File: src/rtl/inj_sched_pkg.sv
// Shared types and helpers for the injection scheduler.
// The state encoding, default flit width and node-index width helper live here.
package inj_sched_pkg;

  typedef enum logic [1:0] {
    IDLE   = 2'd0,
    STREAM = 2'd1,
    GAP    = 2'd2,
    FINISH = 2'd3
  } state_t;

  localparam int FLIT_W_DEF = 20;

  // Width of a node index; a single node still needs one bit.
  function automatic int node_idx_w(input int n);
    return (n > 1) ? $clog2(n) : 1;
  endfunction

endpackage

File: src/rtl/inj_skid_fifo.sv
// Two-entry skid FIFO between the dataout buffers and the injection port.
// The head entry is always presented on dout. Push and pop may happen in the
// same cycle. A push into a full FIFO with no pop is dropped.
module inj_skid_fifo
  import inj_sched_pkg::*;
#(
  parameter int FLIT_W = FLIT_W_DEF
) (
  input  logic              clk,
  input  logic              rst,
  input  logic              push,
  input  logic [FLIT_W-1:0] din,
  input  logic              pop,
  output logic [FLIT_W-1:0] dout,
  output logic [1:0]        count
);

  logic [FLIT_W-1:0] head_q, head_d, tail_q, tail_d;
  logic [1:0]        cnt_q, cnt_d;
  logic              pop_ok, push_ok;

  // Next-state for the two slots and the occupancy.
  always_comb begin
    pop_ok  = pop && (cnt_q != 2'd0);
    push_ok = push && ((cnt_q != 2'd2) || pop_ok);
    head_d  = head_q;
    tail_d  = tail_q;
    cnt_d   = cnt_q;
    unique case ({push_ok, pop_ok})
      2'b10: begin
        if (cnt_q == 2'd0) head_d = din;
        else               tail_d = din;
        cnt_d = cnt_q + 2'd1;
      end
      2'b01: begin
        head_d = tail_q;
        cnt_d  = cnt_q - 2'd1;
      end
      2'b11: begin
        if (cnt_q == 2'd1) begin
          head_d = din;
        end else begin
          head_d = tail_q;
          tail_d = din;
        end
      end
      default: ;
    endcase
  end

  // Slot and occupancy registers.
  always_ff @(posedge clk or negedge rst) begin
    if (!rst) begin
      head_q <= '0;
      tail_q <= '0;
      cnt_q  <= 2'd0;
    end else begin
      head_q <= head_d;
      tail_q <= tail_d;
      cnt_q  <= cnt_d;
    end
  end

  assign dout  = head_q;
  assign count = cnt_q;

endmodule

File: src/rtl/inj_sched.sv
// Injection scheduler: walks the selected dataout buffers in ascending node
// order, enables one at a time and merges their flits into one valid/ready
// stream through a 2-entry skid FIFO.
// Optional feature macro: INJ_SCHED_WDOG_EN (abandons a silent buffer after
// WDOG_CYCLES enabled-but-idle cycles and flags proto_err).
module inj_sched
  import inj_sched_pkg::*;
#(
  parameter int NUM_NODES     = 16,
  parameter int FLIT_W        = FLIT_W_DEF,
  parameter int WORDS_PER_BUF = 30,
  parameter int GAP_CYCLES    = 2,
  parameter int WDOG_CYCLES   = 64,
  localparam int NW           = node_idx_w(NUM_NODES)
) (
  input  logic                        clk,
  input  logic                        rst,
  input  logic                        start,
  input  logic [NUM_NODES-1:0]        node_mask,
  output logic [NUM_NODES-1:0]        buf_en,
  input  logic [NUM_NODES-1:0]        buf_valid,
  input  logic [NUM_NODES*FLIT_W-1:0] buf_data,
  output logic [FLIT_W-1:0]           flit_out,
  output logic                        flit_valid,
  input  logic                        flit_ready,
  output logic [NW-1:0]               cur_node,
  output logic                        busy,
  output logic                        done,
  output logic                        proto_err
);

  localparam int RW = $clog2(WORDS_PER_BUF + 1);
  localparam int GW = (GAP_CYCLES > 0) ? $clog2(GAP_CYCLES + 1) : 1;

  state_t                 state_q, state_d;
  logic [NUM_NODES-1:0]   mask_q, mask_d, sel_mask;
  logic [NW-1:0]          cur_q, cur_d, first_idx, next_idx;
  logic [RW-1:0]          rx_q, rx_d;
  logic [GW-1:0]          gap_q, gap_d;
  logic                   err_q, err_d;
  logic                   first_found, next_found;
  logic                   sel_v, stray, en_raw, node_end, go_next, start_acc;
  logic                   fifo_push, pop, overflow, wdog_trip;
  logic [1:0]             fifo_cnt;

`ifdef INJ_SCHED_WDOG_EN
  localparam int WW = $clog2(WDOG_CYCLES + 1);
  logic [WW-1:0] wdog_q, wdog_d;
`else
  // WDOG_CYCLES has no function without the watchdog.
  logic wdog_cfg_unused;
  assign wdog_cfg_unused = (WDOG_CYCLES > 0);
`endif

  // Lowest set bit of the incoming mask, and next set bit of the latched mask above cur.
  always_comb begin
    first_found = 1'b0;
    first_idx   = '0;
    next_found  = 1'b0;
    next_idx    = '0;
    for (int i = NUM_NODES - 1; i >= 0; i--) begin
      if (node_mask[i]) begin
        first_found = 1'b1;
        first_idx   = NW'(i);
      end
      if (mask_q[i] && (i > int'(cur_q))) begin
        next_found = 1'b1;
        next_idx   = NW'(i);
      end
    end
  end

  // FSM next-state, buffer enable, FIFO push and error detection.
  always_comb begin
    state_d   = state_q;
    mask_d    = mask_q;
    cur_d     = cur_q;
    rx_d      = rx_q;
    gap_d     = gap_q;
    err_d     = err_q;
    buf_en    = '0;
    fifo_push = 1'b0;
    done      = 1'b0;
    node_end  = 1'b0;
    go_next   = 1'b0;
    start_acc = 1'b0;
    wdog_trip = 1'b0;
`ifdef INJ_SCHED_WDOG_EN
    wdog_d    = wdog_q;
`endif
    sel_mask         = '0;
    sel_mask[cur_q]  = 1'b1;
    sel_v            = buf_valid[cur_q];
    pop              = flit_valid && flit_ready;
    // Enable only if the word arriving next cycle is guaranteed a FIFO slot.
    en_raw           = (int'(fifo_cnt) + int'(sel_v) - int'(pop)) <= 1;
    stray            = (state_q == STREAM) ? |(buf_valid & ~sel_mask) : |buf_valid;

    unique case (state_q)
      IDLE: begin
        if (start) begin
          start_acc = 1'b1;
          mask_d    = node_mask;
          rx_d      = '0;
          gap_d     = '0;
`ifdef INJ_SCHED_WDOG_EN
          wdog_d    = '0;
`endif
          cur_d     = first_found ? first_idx : '0;
          state_d   = first_found ? STREAM : FINISH;
        end
      end
      STREAM: begin
        fifo_push = sel_v;
        if (sel_v) begin
          rx_d = rx_q + RW'(1);
          if (rx_q == RW'(WORDS_PER_BUF - 1)) node_end = 1'b1;
        end
`ifdef INJ_SCHED_WDOG_EN
        if (wdog_q == WW'(WDOG_CYCLES)) begin
          wdog_trip = 1'b1;
          node_end  = 1'b1;
        end else if (sel_v) begin
          wdog_d = '0;
        end else if (en_raw) begin
          wdog_d = wdog_q + WW'(1);
        end
`endif
        buf_en = (en_raw && !node_end) ? sel_mask : '0;
        if (node_end) begin
          rx_d = '0;
`ifdef INJ_SCHED_WDOG_EN
          wdog_d = '0;
`endif
          if (GAP_CYCLES > 0) begin
            gap_d   = '0;
            state_d = GAP;
          end else begin
            go_next = 1'b1;
          end
        end
      end
      GAP: begin
        if (gap_q == GW'(GAP_CYCLES - 1)) go_next = 1'b1;
        else                              gap_d   = gap_q + GW'(1);
      end
      FINISH: begin
        if (fifo_cnt == 2'd0) begin
          done    = 1'b1;
          state_d = IDLE;
        end
      end
      default: state_d = IDLE;
    endcase

    if (go_next) begin
      if (next_found) begin
        cur_d   = next_idx;
        state_d = STREAM;
      end else begin
        state_d = FINISH;
      end
    end

    overflow = fifo_push && (fifo_cnt == 2'd2) && !pop;
    if (start_acc) err_d = 1'b0;
    if (stray || overflow || wdog_trip) err_d = 1'b1;
  end

  // Control registers.
  always_ff @(posedge clk or negedge rst) begin
    if (!rst) begin
      state_q <= IDLE;
      mask_q  <= '0;
      cur_q   <= '0;
      rx_q    <= '0;
      gap_q   <= '0;
      err_q   <= 1'b0;
    end else begin
      state_q <= state_d;
      mask_q  <= mask_d;
      cur_q   <= cur_d;
      rx_q    <= rx_d;
      gap_q   <= gap_d;
      err_q   <= err_d;
    end
  end

`ifdef INJ_SCHED_WDOG_EN
  // Watchdog counter of enabled cycles without a word.
  always_ff @(posedge clk or negedge rst) begin
    if (!rst) wdog_q <= '0;
    else      wdog_q <= wdog_d;
  end
`endif

  inj_skid_fifo #(.FLIT_W(FLIT_W)) u_fifo (
    .clk   (clk),
    .rst   (rst),
    .push  (fifo_push),
    .din   (buf_data[cur_q*FLIT_W +: FLIT_W]),
    .pop   (pop),
    .dout  (flit_out),
    .count (fifo_cnt)
  );

  assign flit_valid = (fifo_cnt != 2'd0);
  assign cur_node   = cur_q;
  assign busy       = (state_q != IDLE);
  assign proto_err  = err_q;

endmodule

File: config.mk
export PLATFORM = sky130hd
export DESIGN_NAME = inj_sched
export DESIGN_NICKNAME = d
export VERILOG_FILES = /design/src/rtl/inj_sched_pkg.sv /design/src/rtl/inj_skid_fifo.sv /design/src/rtl/inj_sched.sv
export SDC_FILE = /design/constraint.sdc
export NUM_CORES = 1
export LEC_CHECK = 0
export CAP_MARGIN = 15
export CELL_PAD_IN_SITES_DETAIL_PLACEMENT = 0
export CELL_PAD_IN_SITES_GLOBAL_PLACEMENT = 1
export CORE_ASPECT_RATIO = 1.1
export CORE_MARGIN = 4
export CORE_UTILIZATION = 26
export DETAILED_ROUTE_END_ITERATION = 6
export PLACE_DENSITY = 0.87
export REMOVE_ABC_BUFFERS = 1
export SLEW_MARGIN = 20
export SYNTH_ARGS = -nofsm -noshare
export SYNTH_HDL_FRONTEND = slang
export SYNTH_SLANG_ARGS = --single-unit
File: constraint.sdc
create_clock -name clk -period 3.6 [get_ports clk]
set_clock_uncertainty 0.15 [all_clocks]
set_input_delay 0.72 -clock clk [delete_from_list [all_inputs] [get_ports clk]]
set_output_delay 0.72 -clock clk [all_outputs]
set_load 0.03 [all_outputs]
==> results of run 1 <==
==> power groups by stage <==
| stage | sequential (uW) | clock (uW) | combinational (uW) |
|---|---|---|---|
| after floorplan | 2030 | 0 | 3120 |
| after global placement | 1480 | 0 | 5350 |
| after detailed placement | 1490 | 0 | 5420 |
| after CTS | 1480 | 1020 | 5650 |
| after global routing | 1540 | 1050 | 6090 |
| final | 1490 | 978 | 5650 |
==> flip-flops by register name (all words and copies together), names as in the netlist <==
signal,cells
u_fifo.count,2
state_q,2
mask_q,15
gap_q,2
rx_q,5
proto_err,1
u_fifo.dout,20
cur_node,4
u_fifo.tail_q,20
==> synth_stat cells (all sizes together) (3+ instances only) <==
master	number
mux4	104
nand2	75
dfrtp	71
nor2	55
buf	34
mux2	32
a31oi	24
inv	23
o21ai	23
a21oi	21
ha	14
clkbuf	13
nand2b	11
o22ai	10
nor4	9
nand3	8
nor3	8
o31ai	7
mux2i	5
nor2b	4
or4	4
a21o	3
a2bb2oi	3
and3	3
o2111ai	3
o211ai	3
o32ai	3
or2	3
or3	3
==> tightest hold or removal path: cells and delay by family (launching register included) <==
family / cells / cell delay, ns
DFF: 1 / 0.35
and+or+nand+nor: 1 / 0.05
AOI/OAI and AO/OA: 1 / 0.07
==> layout make-up <==
cell class / instances / area, sq um / share of cell area [%]
multi-input cells: 473 / 4870 / 40.1
repair buffers: 459 / 4650 / 38.3
flip-flops and latches: 71 / 1790 / 14.7
inverters: 23 / 86.3 / 0.710
well taps: 352 / 440 / 3.62
clock buffers: 9 / 225 / 1.85
clock inverters: 7 / 95.1 / 0.782
==> through the flow <==
stage	setup TNS [ns]	setup WS, ns	instances	total power, uW	hold slack (ns)
final	-9.90	-0.680	1394	8120	0.353
after global routing	-11.55	-0.791	1394	8680	0.366
after CTS	-10.80	-0.772	1393	8140	0.356
after detailed placement	-19.65	-1.33	1371	6910	0.343
after global placement	-19.19	-1.31	1371	6830	0.332
after floorplan	-188.57	-3.79	567	5160	0.274
==> metal layers <==
metal	routed length (um)	vias up	GRT usage [%]	share of wire, %
li1	-	3277	-	-
met1	11300	3582	23.7	38
met2	15100	365	35.7	51
met3	2510	51	4.58	8.4
met4	837	0	6.50	2.8
met5	0	-	0	0
==> cell families after synthesis <==
group	Yosys count	synth area share, %
AO/OA/AOI/OAI	127	12.8
AND/OR/NAND/NOR	188	12.5
multiplexers	141	40.4
flip-flops	71	25.9
XOR/XNOR	2	0.256
adder cells (fa/ha/maj)	15	2.85
buffers and inverters	70	5.35
==> path summary, 6_finish.rpt <==
check / endpoint / slack, ns / cells after the start
setup / recovery: buf_en[4] / -0.68 / 12
hold / removal: proto_err$_DFFE_PN0P_ / 0.35 / 2
setup reg to reg: proto_err$_DFFE_PN0P_ / 0.48 / 8
hold reg to reg: proto_err$_DFFE_PN0P_ / 0.35 / 2
max in group asynchronous: cur_node[1]$_DFF_PN0_ / 2.21 / 1
min in group asynchronous: proto_err$_DFFE_PN0P_ / 0.37 / 1
==> what timing repair did <==
item                                    4_1_cts  5_1_grt
buffers inserted                              6        3
endpoints found under the setup margin       16       17
resized for setup                            69        8
endpoints found under the hold margin         0        0
pin swaps                                     9       10
==> cells in the final DEF (no fill, tap or decap), types with 3 or more instances in the layout <==
cell,n
a31oi_1,23
mux4_2,104
nor2_1,45
nor2_2,3
clkdlybuf4s15_2,4
o32ai_1,3
nor3_1,4
clkbuf_16,9
inv_1,22
buf_4,54
clkdlybuf4s50_1,366
nand2_1,73
a21oi_1,20
o21ai_1,4
nor2_4,7
o211ai_1,3
nand3_1,8
a2bb2oi_1,3
o21ai_0,19
nor4_1,7
mux2_2,32
nor2b_1,4
or4_1,4
and3_1,3
o22ai_1,9
dfrtp_1,68
clkdlybuf4s15_1,11
a21o_1,3
ha_1,13
buf_12,19
buf_6,4
nand2b_1,10
o31ai_1,7
==> impl_metrics.yaml, run 1 <==
worst_setup_path:
  end_kind: "output port"
  max_stage_delay_ns: 0.52
  regToRegStartpoint: "cur_node[0]$_DFF_PN0_"
  crit_buf_inv: 2
  critical-path-top-delay-family: "multiplexers"
  crit_fanout: 4
  path_cells: "clkdlybuf4s15_1 -> mux4_2 -> mux2i_4 -> mux2i_2 -> ha_2 -> fa_2 -> xnor2_1 -> o21ai_1 -> nand2_2 -> or3_4 -> nor3_4 -> buf_12"
  critPathLaunchType: "input port"
  required_ns: 2.73
  worstPathArrival_ns: 3.41
  crit_type: "in -> out"
  crit_slowest_cell: "mux4_2"
  crit_start: "buf_valid[9]"
clocking:
  cts_tree: "built"
  clock_tree.buffer_depth: 2
  clk_latency_ns: 0.35
  numCtsBuffers: 9
  cts.sinks: 71
  holdBufCountCts: 0
  cts.htree.levels: 3
  cts_root_buf: "clkbuf_16"
  clk_transition_reported_paths_ns: 0.06
placed_design:
  dpl.hpwl_mm: 24.5
  gp_congestion: 0.874
  placed_area_sq_um: 11600
  numPortBuffers: 399
timing:
  fin_crit_sh_pct: 119
  drv_slew: 0
  fin_crit_ns: 4.28
  finalSetupViolations: 16
  rsz0062_at_grt: "yes"
  worst_pin_slew_ns: 0.970
  hold_violations: 0
  fmax_ghz: 0.234
  relSlewSlack_pct: 35.3
  finalWorstSetupSlack_ns: -0.680
synthesis:
  ys_types: 66
  yosys.area.top_type: "mux4_2"
  yosysTopAreaCellShare_pct: 34.2
  synth_area_leaders: "mux4_2 34%, dfrtp_1 26%, mux2_2 5.3%, nand2_1 4.0%, nor2_1 3.0%"
  synth-edff-count: 0
  ys_seq_elements: 71
  syn_area_sq_um: 6850
  async_flop_share_pct: 100
  yosysWarnings: 0
  avgSynthCellArea_sq_um: 11.2
  yosys_most_used_dff: "dfrtp_1"
  synth-seq-area-share_pct: 25.9
  netlist_instances: 614
detailed_routing:
  wl_per_cell_um: 21.4
  firstDrtPassIters: 5
  final_antenna_net_count: 0
  dr.first_iter.drc_count: 314
  drt-total-wl_mm: 29.8
  drt-vias-per-instance: 5.22
  drc: 0
  via_count: 7275
finish:
  syn_to_final_growth_pct: 77.5
  fillCellCount: 2411
  postLayoutCellArea_sq_um: 12200
  finish.utilization_pct: 46.7
  drive_above_1_share_pct: 26.2
  nets: 1408
  antennaDiodeCount: 0
power:
  p_comb_share_pct: 69.6
  vdd_drop_max_uv: 510
  leakage_uw: 0.00449
  p_clk_share_pct: 12.0
  switching_share_pct: 41.6
  powerDensity_nw_per_um2: 668
  p_int_uw: 4740
  power.switching_uw: 3380
  pwr-share-seq_pct: 18.3
run_status:
  outcome: "finished, violations left"
  violations: "setup timing"
die:
  boundaryPins: 400
  start_util_pct: 26.3
  die_area_sq_um: 29000
  die_y_um: 178
  core_sq_um: 26100
  std_cell_rows: 62
  dieWidth_um: 163
worst_hold_path:
  holdCritStartpoint: "proto_err$_DFFE_PN0P_"
  hold_class: "reg -> reg"
grt:
  grt_overflow: 0
  grt_pass1_vias: 7674
  grt_usage_pct: 20.0
  grt_start_max_net_pins: 72
  grt_antenna_before_repair: 0
  grt_pass1_wl_mm: 43.9
job:
  maxCapViolCount: 0
Power figures use the tool's default switching activity.
==> run 2, diff against run 1 <==
CORE_AREA = 4 4 154 156   (was not set)
CORE_ASPECT_RATIO = not set   (was 1.1)
CORE_MARGIN = not set   (was 4)
CORE_UTILIZATION = not set   (was 26)
DIE_AREA = 0 0 158 160   (was not set)
DONT_BUFFER_PORTS = 1   (was not set)
PLACE_DENSITY = 0.67   (was 0.87)
SLEW_MARGIN = 25   (was 20)
==> run 2 against run 1 <==
Net effect:
- the run still ends with setup timing left
- clock-buffer cell count is 2 higher
- clock power is 7.4% lower
- core utilization is 12 points lower
- worst hold slack worse by 0.24 ns
- combinational power is 17% lower
- critical path depth is 1 lower
- die area is 13% lower
- critical path type is now reg -> out
- largest power group unchanged
==> impl_metrics.yaml, run 2 (synthesized netlist as in run 1, its figures left out) <==
run_status:
  outcome: "finished, violations left"
  violations: "setup timing"
timing:
  fin_crit_ns: 4.19
  finalWorstSetupSlack_ns: -0.593
  rsz0062_at_grt: "yes"
  fmax_ghz: 0.238
  finalSetupViolations: 16
  relSlewSlack_pct: 40.0
  hold_violations: 0
  fin_tns_setup_ns: -8.41
  drv_slew: 0
  worst_pin_slew_ns: 0.900
  fin_crit_sh_pct: 116
detailed_routing:
  drc: 0
  drt-vias-per-instance: 6.39
  wl_per_cell_um: 29.8
  via_count: 5908
  final_antenna_net_count: 0
  dr.first_iter.drc_count: 666
  firstDrtPassIters: 5
  drt-total-wl_mm: 27.5
grt:
  grt_usage_pct: 20.8
  grt_pass1_wl_mm: 39.7
  grt_pass1_vias: 6166
  grt_antenna_before_repair: 8
  grt_start_max_net_pins: 106
  grt_overflow: 0
worst_setup_path:
  worstPathArrival_ns: 3.32
  end_kind: "output port"
  crit_type: "reg -> out"
  reg2reg_depth: 14
  critPathLaunchType: "flop"
  r2r_slack_ns: 0.19
  crit_start: "cur_node[1]$_DFF_PN0_"
  reg2reg_to: "u_fifo.tail_q[8]$_DFFE_PN0P_"
  required_ns: 2.73
  regToRegStartpoint: "cur_node[1]$_DFF_PN0_"
  crit_fanout: 8
power:
  p_clk_share_pct: 12.3
  p_comb_share_pct: 63.8
  leakage_uw: 0.00280
  vdd_drop_max_uv: 471
  pwr-share-seq_pct: 23.9
  power.switching_uw: 3280
  p_int_uw: 4080
  powerDensity_nw_per_um2: 940
  switching_share_pct: 44.5
clocking:
  clock_tree.buffer_depth: 2
  cts_tree: "built"
  clk_transition_reported_paths_ns: 0.06
  cts.sinks: 71
  clk_latency_ns: 0.34
  numCtsBuffers: 9
  cts_root_buf: "clkbuf_16"
  cts.htree.levels: 3
placed_design:
  dpl.hpwl_mm: 22.0
  gp_congestion: 0.952
  place_inst: 893
  numPortBuffers: 0
finish:
  stdcell_count: 924
  seq_area_sq_um: 1790
  fillCellCount: 2222
  final_cell_mix: "104 x mux4_2, 73 x nand2_1, 68 x dfrtp_1"
  syn_to_final_growth_pct: 14.3
  final_common_cell: "mux4_2"
  multi_input_area_sq_um: 4840
  drive_above_1_share_pct: 38.0
  finish.utilization_pct: 35.0
  nets: 1003
die:
  boundaryPins: 400
  core_sq_um: 22400
  std_cell_rows: 55
  die_y_um: 160
  dieWidth_um: 158
  die_area_sq_um: 25300
  start_util_pct: 30.6
worst_hold_path:
  hold_class: "in -> async"
job:
  maxCapViolCount: 0
## run 2: timing repair
item	4_1_cts	5_1_grt
hold endpoints to repair	71	0
gates resized for setup	15	19
pin swaps	7	7
cloned	0	1
hold buffers	1	0
endpoints found under the setup margin	16	54
buffers inserted	9	2
## run 2: stage by stage
step | total power, uW | hold WS, ns | area (sq um) | setup WS, ns
floorplan | 5160 | 0.274 | 6570 | -3.79
global placement | 5950 | 0.277 | 7260 | -0.517
detailed placement | 6090 | 0.277 | 7260 | -0.636
CTS | 7230 | 0.125 | 7710 | -0.651
global route | 7910 | 0.143 | 7830 | -0.731
finish | 7360 | 0.110 | 7830 | -0.593
## run 2: power by group through the flow
stage	registers, uW	logic, uW	clock network [uW]
after floorplan	2030	3120	0
after global placement	1740	4200	0
final	1760	4700	906
after detailed placement	1770	4330	0
after global routing	1810	5140	966
after CTS	1750	4540	938
## run 2: how the worst max path moves through the flow
| stage | end | cells after the start | slack, ns |
|---|---|---|---|
| after global placement | buf_en[4] | 11 | -0.52 |
| after floorplan | buf_en[6] | 8 | -3.79 |
| final | buf_en[4] | 11 | -0.59 |
| after detailed placement | buf_en[12] | 11 | -0.64 |
| after global routing | buf_en[4] | 11 | -0.73 |
| after CTS | buf_en[4] | 11 | -0.65 |
## run 2: worst max-delay path, cell delays in order, from the launching register on
cell	delay [ns]
dfrtp_4	0.48
mux4_2	0.53
mux2i_2	0.23
mux2i_2	0.13
ha_2	0.21
fa_2	0.35
xnor2_2	0.14
o21ai_2	0.13
nand2_2	0.11
or3_4	0.38
nor3_2	0.11
buf_4	0.18
## run 2: final cells by class
cell class,instances,share of cell area [%]
diodes,2,0.0639
well taps,285,4.56
clock buffers,11,3.10
clock inverters,5,0.735
flip-flops and latches,71,22.8
inverters,23,1.10
multi-input cells,474,61.8
repair buffers,53,5.83
## run 2: layer usage
layer / GRT usage, % / up-vias / wire, um
met4: 3.92 / 8 / 252
li1: - / 2477 / -
met3: 6.18 / 29 / 2440
met2: 33.8 / 364 / 13700
met1: 27.8 / 3030 / 11100
met5: 0 / - / 59
==> run 3, diff against run 2 <==
CORE_AREA = not set   (was 4 4 154 156)
CORE_ASPECT_RATIO = 1.75   (was not set)
CORE_UTILIZATION = 26   (was not set)
DIE_AREA = not set   (was 0 0 158 160)
DONT_BUFFER_PORTS = not set   (was 1)
PLACE_DENSITY = 0.87   (was 0.67)
==> run 3 against run 2 <==
Net effect:
- the run still ends with setup timing left
- maximum frequency decreased by 2.4%
- sequential cell count unchanged
- sequential power decreased by 16%
- global-route usage increased by 0.88 points
- largest power group unchanged
- worst setup slack got worse by 0.10 ns
- non-clock buffer count increased by 400
- largest cell class unchanged
- highest routed layer is now met4
- worst hold slack improved by 0.15 ns
- critical path depth increased by 1
- critical endpoint unchanged
==> impl_metrics.yaml, run 3 (synthesized netlist as in run 1, its figures left out) <==
clocking:
  cts_root_buf: "clkbuf_16"
  holdBufCountCts: 0
  clk_transition_reported_paths_ns: 0.07
  numCtsBuffers: 9
  clk_latency_ns: 0.33
  cts.htree.levels: 3
  clock_tree.buffer_depth: 2
  cts.sinks: 71
  cts_tree: "built"
run_status:
  violations: "setup timing"
  outcome: "finished, violations left"
worst_hold_path:
  hold_class: "in -> async"
worst_setup_path:
  crit_slowest_cell: "mux4_2"
  critical-path-top-delay-family: "multiplexers"
  path_cells: "clkdlybuf4s15_2 -> mux4_2 -> mux2i_2 -> mux2i_2 -> ha_2 -> fa_2 -> xnor2_1 -> o21ai_1 -> nand2_2 -> or3_4 -> nor3_4 -> buf_12"
  max_stage_delay_ns: 0.46
  crit_fanout: 4
  crit_type: "in -> out"
  crit_buf_inv: 2
  required_ns: 2.73
  end_kind: "output port"
  crit_start: "buf_valid[4]"
  crit_top_cell: "mux2i_2"
  critPathLaunchType: "input port"
  worstPathArrival_ns: 3.43
  regToRegStartpoint: "cur_node[1]$_DFF_PN0_"
power:
  powerDensity_nw_per_um2: 674
  vdd_drop_max_uv: 543
  leakage_uw: 0.00442
timing:
  finalWorstSetupSlack_ns: -0.698
  fmax_ghz: 0.233
  drv_slew: 0
  fin_crit_sh_pct: 119
  fin_crit_ns: 4.30
  finalSetupViolations: 16
  hold_violations: 0
  fin_tns_setup_ns: -10.04
  worst_pin_slew_ns: 0.898
  rsz0062_at_grt: "yes"
  relSlewSlack_pct: 40.1
die:
  core_sq_um: 25900
  start_util_pct: 26.5
  boundaryPins: 400
  dieWidth_um: 125
  die_y_um: 217
  std_cell_rows: 78
  die_area_sq_um: 27000
placed_design:
  place_ws_ns: -1.31
  dpl.hpwl_mm: 23.7
  numPortBuffers: 399
  gp_congestion: 0.933
job:
  maxCapViolCount: 0
grt:
  grt_pass1_vias: 7686
  grt_overflow: 0
  grt_usage_pct: 21.7
  grt_pass1_wl_mm: 44.7
  grt_start_max_net_pins: 78
  grt_antenna_before_repair: 4
detailed_routing:
  wl_per_cell_um: 21.8
  firstDrtPassIters: 5
  drt-total-wl_mm: 29.6
  drt-vias-per-instance: 5.35
  dr.first_iter.drc_count: 405
  drc: 0
  final_antenna_net_count: 0
  via_count: 7260
finish:
  finish.utilization_pct: 46.2
  drive_above_1_share_pct: 26.4
  final_cell_mix: "365 x clkdlybuf4s50_1, 104 x mux4_2, 73 x nand2_1"
  final_common_cell: "clkdlybuf4s50_1"
  nets: 1402
  fillCellCount: 2396
  syn_to_final_growth_pct: 74.4
[run 3: power breakdown]
part,switching (uW),internal [uW],total [uW]
Combinational,2770,2940,5710
Clock,390,474,865
Sequential,285,1190,1480
Total,3440,4610,8050
[run 3: cell type report]
cell class,instances,area [sq um],area share [%]
multi-input combinational,473,4890,40.9
timing repair buffer,453,4500,37.7
sequential,71,1790,14.9
tap,320,400,3.35
clock buffer,9,225,1.88
inverter,23,86.3,0.723
clock inverter,7,56.3,0.471
antenna,2,5.00,0.0419
[run 3: what timing repair did]
item                       4_1_cts  5_1_grt
setup endpoints to repair       16       16
hold endpoints to repair         0        0
pin swaps                        9        8
resized for setup               84       20
setup buffers                    5        2
[run 3: final timing paths]
path | end | slack, ns | cells after the start
min | rx_q[2]$_DFFE_PN0P_ | 0.26 | 1
min in group clk | rx_q[4]$_DFFE_PN0P_ | 0.35 | 1
max in group asynchronous | cur_node[1]$_DFF_PN0_ | 2.51 | 1
min reg2reg | rx_q[4]$_DFFE_PN0P_ | 0.35 | 1
max | buf_en[4] | -0.70 | 12
max reg2reg | cur_node[0]$_DFF_PN0_ | 0.43 | 6
[run 3: metal layers]
layer	global-route usage, %	vias up	wire length, um
li1	-	3265	-
met1	24.4	3579	10900
met2	39.7	357	15600
met3	3.33	59	1780
met4	10.0	0	1290
met5	0	-	0
[run 3: stage by stage]
stage               hold slack (ns)  instances  cell area (sq um)  power [uW]
floorplan                     0.274        567               6570        5160
global placement              0.335       1335              11500        6870
detailed placement            0.340       1335              11500        6980
CTS                           0.354       1355              11900        8090
global route                  0.305       1358              11900        8590
finish                        0.260       1358              11900        8050
==> RTL edit 1 (config.mk and constraints of run 1) <==
Add a define of `INJ_SCHED_WDOG_EN`.
--- a/src/rtl/inj_sched.sv
+++ b/src/rtl/inj_sched.sv
@@ -3,6 +3,8 @@
 // stream through a 2-entry skid FIFO.
 // Optional feature macro: INJ_SCHED_WDOG_EN (abandons a silent buffer after
 // WDOG_CYCLES enabled-but-idle cycles and flags proto_err).
+`define INJ_SCHED_WDOG_EN
+
 module inj_sched
   import inj_sched_pkg::*;
 #(
Formal check against the unedited RTL: no difference found for any inputs over 4 cycles, from zero or initial values and one cycle with rst low; that may be too few to reach the edited logic, so the function may still have changed.
==> RTL edit 1 against run 1 <==
The flow still finishes with violations (negative setup slack). Clock power down 4.0%. Global-route usage is 0.44 points lower. Combinational power rose by 3%. Wire length rose by 0.46%. Count of clock-buffer cells in the layout up 1. Worst hold slack got worse by 0.065 ns. Synthesized area grew 4.0%. Sequential cell count rose by 7. Setup slack improved by 0.12 ns. Total power grew 2.9%. Sequential share of layout area increased by 1.5 points. Sequential power increased by 6%. Design area about the same. Critical endpoint is now buf_en[5]. Largest power group unchanged.
==> RTL edit 1: results (changes against run 1) <==
PLACED DESIGN
---------------------------------------------------------------------------
Final HPWL DP ................................................      24.6 mm   was 24.5 mm
Pre-CTS WS ...................................................     -1.11 ns   was -1.33 ns

STA
---------------------------------------------------------------------------
Final Setup Violations .......................................           16   unchanged
Worst-margin pin slew ........................................     0.826 ns   was 0.970 ns
Final setup margin ...........................................    -0.558 ns   was -0.680 ns
Total negative slack for setup checks ........................     -8.41 ns   was -9.90 ns

GLOBAL ROUTE
---------------------------------------------------------------------------
Number of global-route vias before repair ....................        7,822   was 7,674
Maximum number of pins on one net before global-route repair .          104   was 72
Initial antenna violation count ..............................            1   was 0
GRT Util Overall .............................................        19.5%   was 20.0%

SYNTHESIS
---------------------------------------------------------------------------
Largest cells by area after synthesis ........................ sky130_fd_sc_hd__mux4_2 (33%), sky130_fd_sc_hd__dfrtp_1 (27%), sky130_fd_sc_hd__mux2_2 (5.7%)   was sky130_fd_sc_hd__mux4_2 (34%), sky130_fd_sc_hd__dfrtp_1 (26%), sky130_fd_sc_hd__mux2_2 (5.3%)
Synthesized-area fraction occupied by xor and xnor cells .....       0.984%   was 0.256%
Post-Syn Instances ...........................................          635   was 614
Multiplexer share of the synthesized area ....................        39.3%   was 40.4%
Most numerous cell types in the synthesized netlist .......... sky130_fd_sc_hd__mux4_2 (105), sky130_fd_sc_hd__dfrtp_1 (78), sky130_fd_sc_hd__nand2_1 (66)   was sky130_fd_sc_hd__mux4_2 (104), sky130_fd_sc_hd__nand2_1 (73), sky130_fd_sc_hd__dfrtp_1 (71)
Share of synthesized area occupied by flip-flops and latches .        27.4%   was 25.9%
Yosys cell types .............................................           69   was 66

POWER AND IR DROP
---------------------------------------------------------------------------
Highest ir drop seen on vdd ..................................       482 uV   was 510 uV
Leakage power figure .........................................      4.57 nW   was 4.49 nW

ROUTING
---------------------------------------------------------------------------
Vias after detailed routing ..................................        7,257   was 7,275
Initial detailed-routing violation count .....................          422   was 314

STATUS
---------------------------------------------------------------------------
Violated checks .............................................. negative setup slack   unchanged
Status ....................................................... finished with violations   unchanged

WORST SETUP PATH
---------------------------------------------------------------------------
Arrival time at the worst endpoint ...........................      3.29 ns   was 3.41 ns
Reg2reg path depth ...........................................           13   was 8

LAYOUT
---------------------------------------------------------------------------
Layout cells sized above 1 ...................................        25.1%   was 26.2%
Non-filler instance count after layout .......................        1,409   was 1,394
Final cell utilization of the core ...........................        45.1%   was 46.7%

[RTL edit 1: path summary, 6_finish.rpt]
kind / start / end / slack [ns]
min in group clk: gap_q[1] / gap_q[1] / 0.34
hold / removal: rst / u_fifo.dout[13] / 0.29
setup / recovery: buf_valid[12] / buf_en[5] / -0.56
hold reg to reg: gap_q[1] / gap_q[1] / 0.34
max in group asynchronous: rst / mask_q[9] / 2.29
setup reg to reg: cur_node[2] / wdog_q[5] / 0.15
[RTL edit 1: area by class of cell]
type | count | area share, %
clock buffers | 10 | 1.88
clock inverters | 6 | 0.566
inverters | 21 | 0.669
multi-input cells | 488 | 40.8
flip-flops and latches | 78 | 16.1
well taps | 357 | 3.67
repair buffers | 449 | 36.3
[RTL edit 1: layer usage]
metal	vias to the layer above	wire [um]	track usage (%)
li1	3324	-	-
met2	290	15000	34.2
met1	3604	11700	23.2
met5	-	20	0
met4	2	698	5.71
met3	37	2500	5.92
[RTL edit 1: report_power, final]
part | internal [mW] | switching, mW | total [mW]
logic | 3.00 | 2.84 | 5.84
registers | 1.29 | 0.285 | 1.58
clock network | 0.543 | 0.396 | 0.939
[RTL edit 1: timing repair]
action,4_1_cts,5_1_grt
hold buffers,0,0
endpoints found under the setup margin,23,18
setup buffers,4,2
pin swaps,10,5
resized for setup,63,16
[RTL edit 1: cells by family (layout without fill, tap and decap cells)]
family / after synthesis / count (layout)
muxes: 144 / 144
DFF: 78 / 78
AOI/OAI and AO/OA: 117 / 117
adders and majority gates: 17 / 17
xor gates and xnor gates: 8 / 8
buffers and inverters: 69 / 486
and+or+nand+nor: 202 / 202
[RTL edit 1: critical path: cells and delay by family]
family,cells,cell delay (ns)
AO/OA/AOI/OAI,1,0.22
adder cells (fa/ha/maj),2,0.57
multiplexers,2,0.99
buffers and inverters,4,0.56
AND/OR/NAND/NOR,2,0.23
==> RTL edit 2 (flow settings as in run 1) <==
Without the edit above. Encoding of `state_t`: now one-hot (4 bits for 4 states).
--- a/src/rtl/inj_sched_pkg.sv
+++ b/src/rtl/inj_sched_pkg.sv
@@ -2,11 +2,11 @@
 // The state encoding, default flit width and node-index width helper live here.
 package inj_sched_pkg;
 
-  typedef enum logic [1:0] {
-    IDLE   = 2'd0,
-    STREAM = 2'd1,
-    GAP    = 2'd2,
-    FINISH = 2'd3
+  typedef enum logic [3:0] {
+    IDLE   = 4'b0001,
+    STREAM = 4'b0010,
+    GAP    = 4'b0100,
+    FINISH = 4'b1000
   } state_t;
 
   localparam int FLIT_W_DEF = 20;
Formal check against the unedited RTL: no difference found for any inputs over 4 cycles, from zero or initial values and one cycle with rst low; so few cycles prove little.
==> RTL edit 2 against run 1 <==
The run still ends with negative setup slack left. Largest cell class unchanged. Largest power group unchanged. Sequential cell count rose by 2. Maximum frequency rose by 4.6%. Register-to-register slack improved by 0.16 ns. Wire length barely moved. Setup slack improved by 0.19 ns. Critical path type unchanged. Synthesized area barely moved. Total power fell by 8.8%. Design area fell by 1.3%.
==> RTL edit 2: results (changes against run 1) <==
STA
------------------------------------------------------------------------------------------
Final Setup Violations ......................................................           16   unchanged
Final setup margin ..........................................................    -0.493 ns   was -0.680 ns
Worst-margin pin slew .......................................................     0.822 ns   was 0.970 ns
Hold Worst Slack ............................................................     0.270 ns   was 0.353 ns
Total negative slack for setup checks .......................................     -7.09 ns   was -9.90 ns

ROUTING
------------------------------------------------------------------------------------------
Initial detailed-routing violation count ....................................          327   was 314
Met1 Wirelength .............................................................      12.2 mm   was 11.3 mm
Met2 wire len ...............................................................      15.1 mm   about the same
Routed wire per std cell ....................................................      21.2 um   was 21.4 um

SYNTHESIS
------------------------------------------------------------------------------------------
Synthesized-area fraction occupied by xor and xnor cells ....................       0.256%   about the same
Most numerous cell types in the synthesized netlist ......................... sky130_fd_sc_hd__mux4_2 (102), sky130_fd_sc_hd__dfrtp_1 (72), sky130_fd_sc_hd__nor2_1 (65)   was sky130_fd_sc_hd__mux4_2 (104), sky130_fd_sc_hd__nand2_1 (73), sky130_fd_sc_hd__dfrtp_1 (71)
Share of synthesized cell area in full adder, half adder and majority cells .        2.12%   was 2.85%
Compound-cell area share of the yosys netlist ...............................        13.3%   was 12.8%

STATUS
------------------------------------------------------------------------------------------
Status ...................................................................... finished with violations   unchanged
Violated checks ............................................................. negative setup slack   unchanged

WORST SETUP PATH
------------------------------------------------------------------------------------------
Reg2reg path depth ..........................................................            6   was 8
Worst reg-to-reg setup slack ................................................      0.64 ns   was 0.48 ns
CP max stage delay ..........................................................      0.50 ns   was 0.52 ns
Arrival time at the worst endpoint ..........................................      3.22 ns   was 3.41 ns
Startpoint of the worst register-to-register path ...........................   state_q[0]   was cur_node[0]

PLACED DESIGN
------------------------------------------------------------------------------------------
Final HPWL DP ...............................................................      24.3 mm   was 24.5 mm
Last weighted congestion value of the routability-driven placer .............        0.923   was 0.874

POWER AND IR DROP
------------------------------------------------------------------------------------------
Highest ir drop seen on vdd .................................................       474 uV   was 510 uV
Leakage power figure ........................................................      4.53 nW   was 4.49 nW

LAYOUT
------------------------------------------------------------------------------------------
Post-route standard cell area excluding fillers ............................. 12,000 sq um   was 12,200 sq um

GLOBAL ROUTE
------------------------------------------------------------------------------------------
GRT Util Overall ............................................................        19.9%   was 20.0%
Number of global-route vias before repair ...................................        7,672   was 7,674
Maximum number of pins on one net before global-route repair ................           74   was 72
First-pass GRT wire length ..................................................      43.9 mm   about the same

CLOCKING
------------------------------------------------------------------------------------------
Post-cts resize count .......................................................           44   was 69

## RTL edit 2: logic make-up (layout without fill, tap and decap cells)
group	count (synthesis)	in the layout
mux	148	148
compound gates	143	143
other cells	0	1
xor+xnor	2	2
simple gates	177	177
fa+ha+maj	11	11
buf+inv	65	497
flops	73	73
## RTL edit 2: report_power, final
group | internal, mW | total [mW] | switching, mW
Clock | 0.784 | 1.14 | 0.357
Sequential | 1.19 | 1.47 | 0.275
Combinational | 2.52 | 4.80 | 2.27
## RTL edit 2: area by class of cell
type | count | area (sq um)
flip-flops and latches | 73 | 1840
clock inverters | 5 | 125
diodes | 1 | 2.50
inverters | 20 | 75.1
fillers | 2435 | 14100
multi-input cells | 481 | 4830
clock buffers | 11 | 253
well taps | 352 | 440
repair buffers | 461 | 4440
## RTL edit 2: worst register-to-register path: cells and delay by family, from the launching register on
| family | cells | cell delay [ns] |
|---|---|---|
| AO/OA/AOI/OAI | 2 | 0.34 |
| flip-flops | 1 | 0.60 |
| multiplexers | 1 | 0.17 |
| AND/OR/NAND/NOR | 3 | 1.62 |
## RTL edit 2: worst max path at each step
stage | from | endpoint | slack [ns] | cells after the start
3_5_place_dp | buf_valid[8] | buf_en[7] | -0.90 | 12
4_1_cts | cur_node[3] | buf_en[7] | -0.48 | 12
2_1_floorplan | cur_node[0] | buf_en[12] | -3.05 | 8
3_3_place_gp | buf_valid[8] | buf_en[7] | -0.87 | 12
6_report | buf_valid[2] | buf_en[3] | -0.49 | 13
5_1_grt | buf_valid[10] | buf_en[7] | -0.60 | 12
## RTL edit 2: layer usage
metal,vias to the layer above,global-route usage [%]
met2,306,35.0
met3,20,4.28
met4,0,3.84
met5,-,0
li1,3294,-
met1,3622,25.3
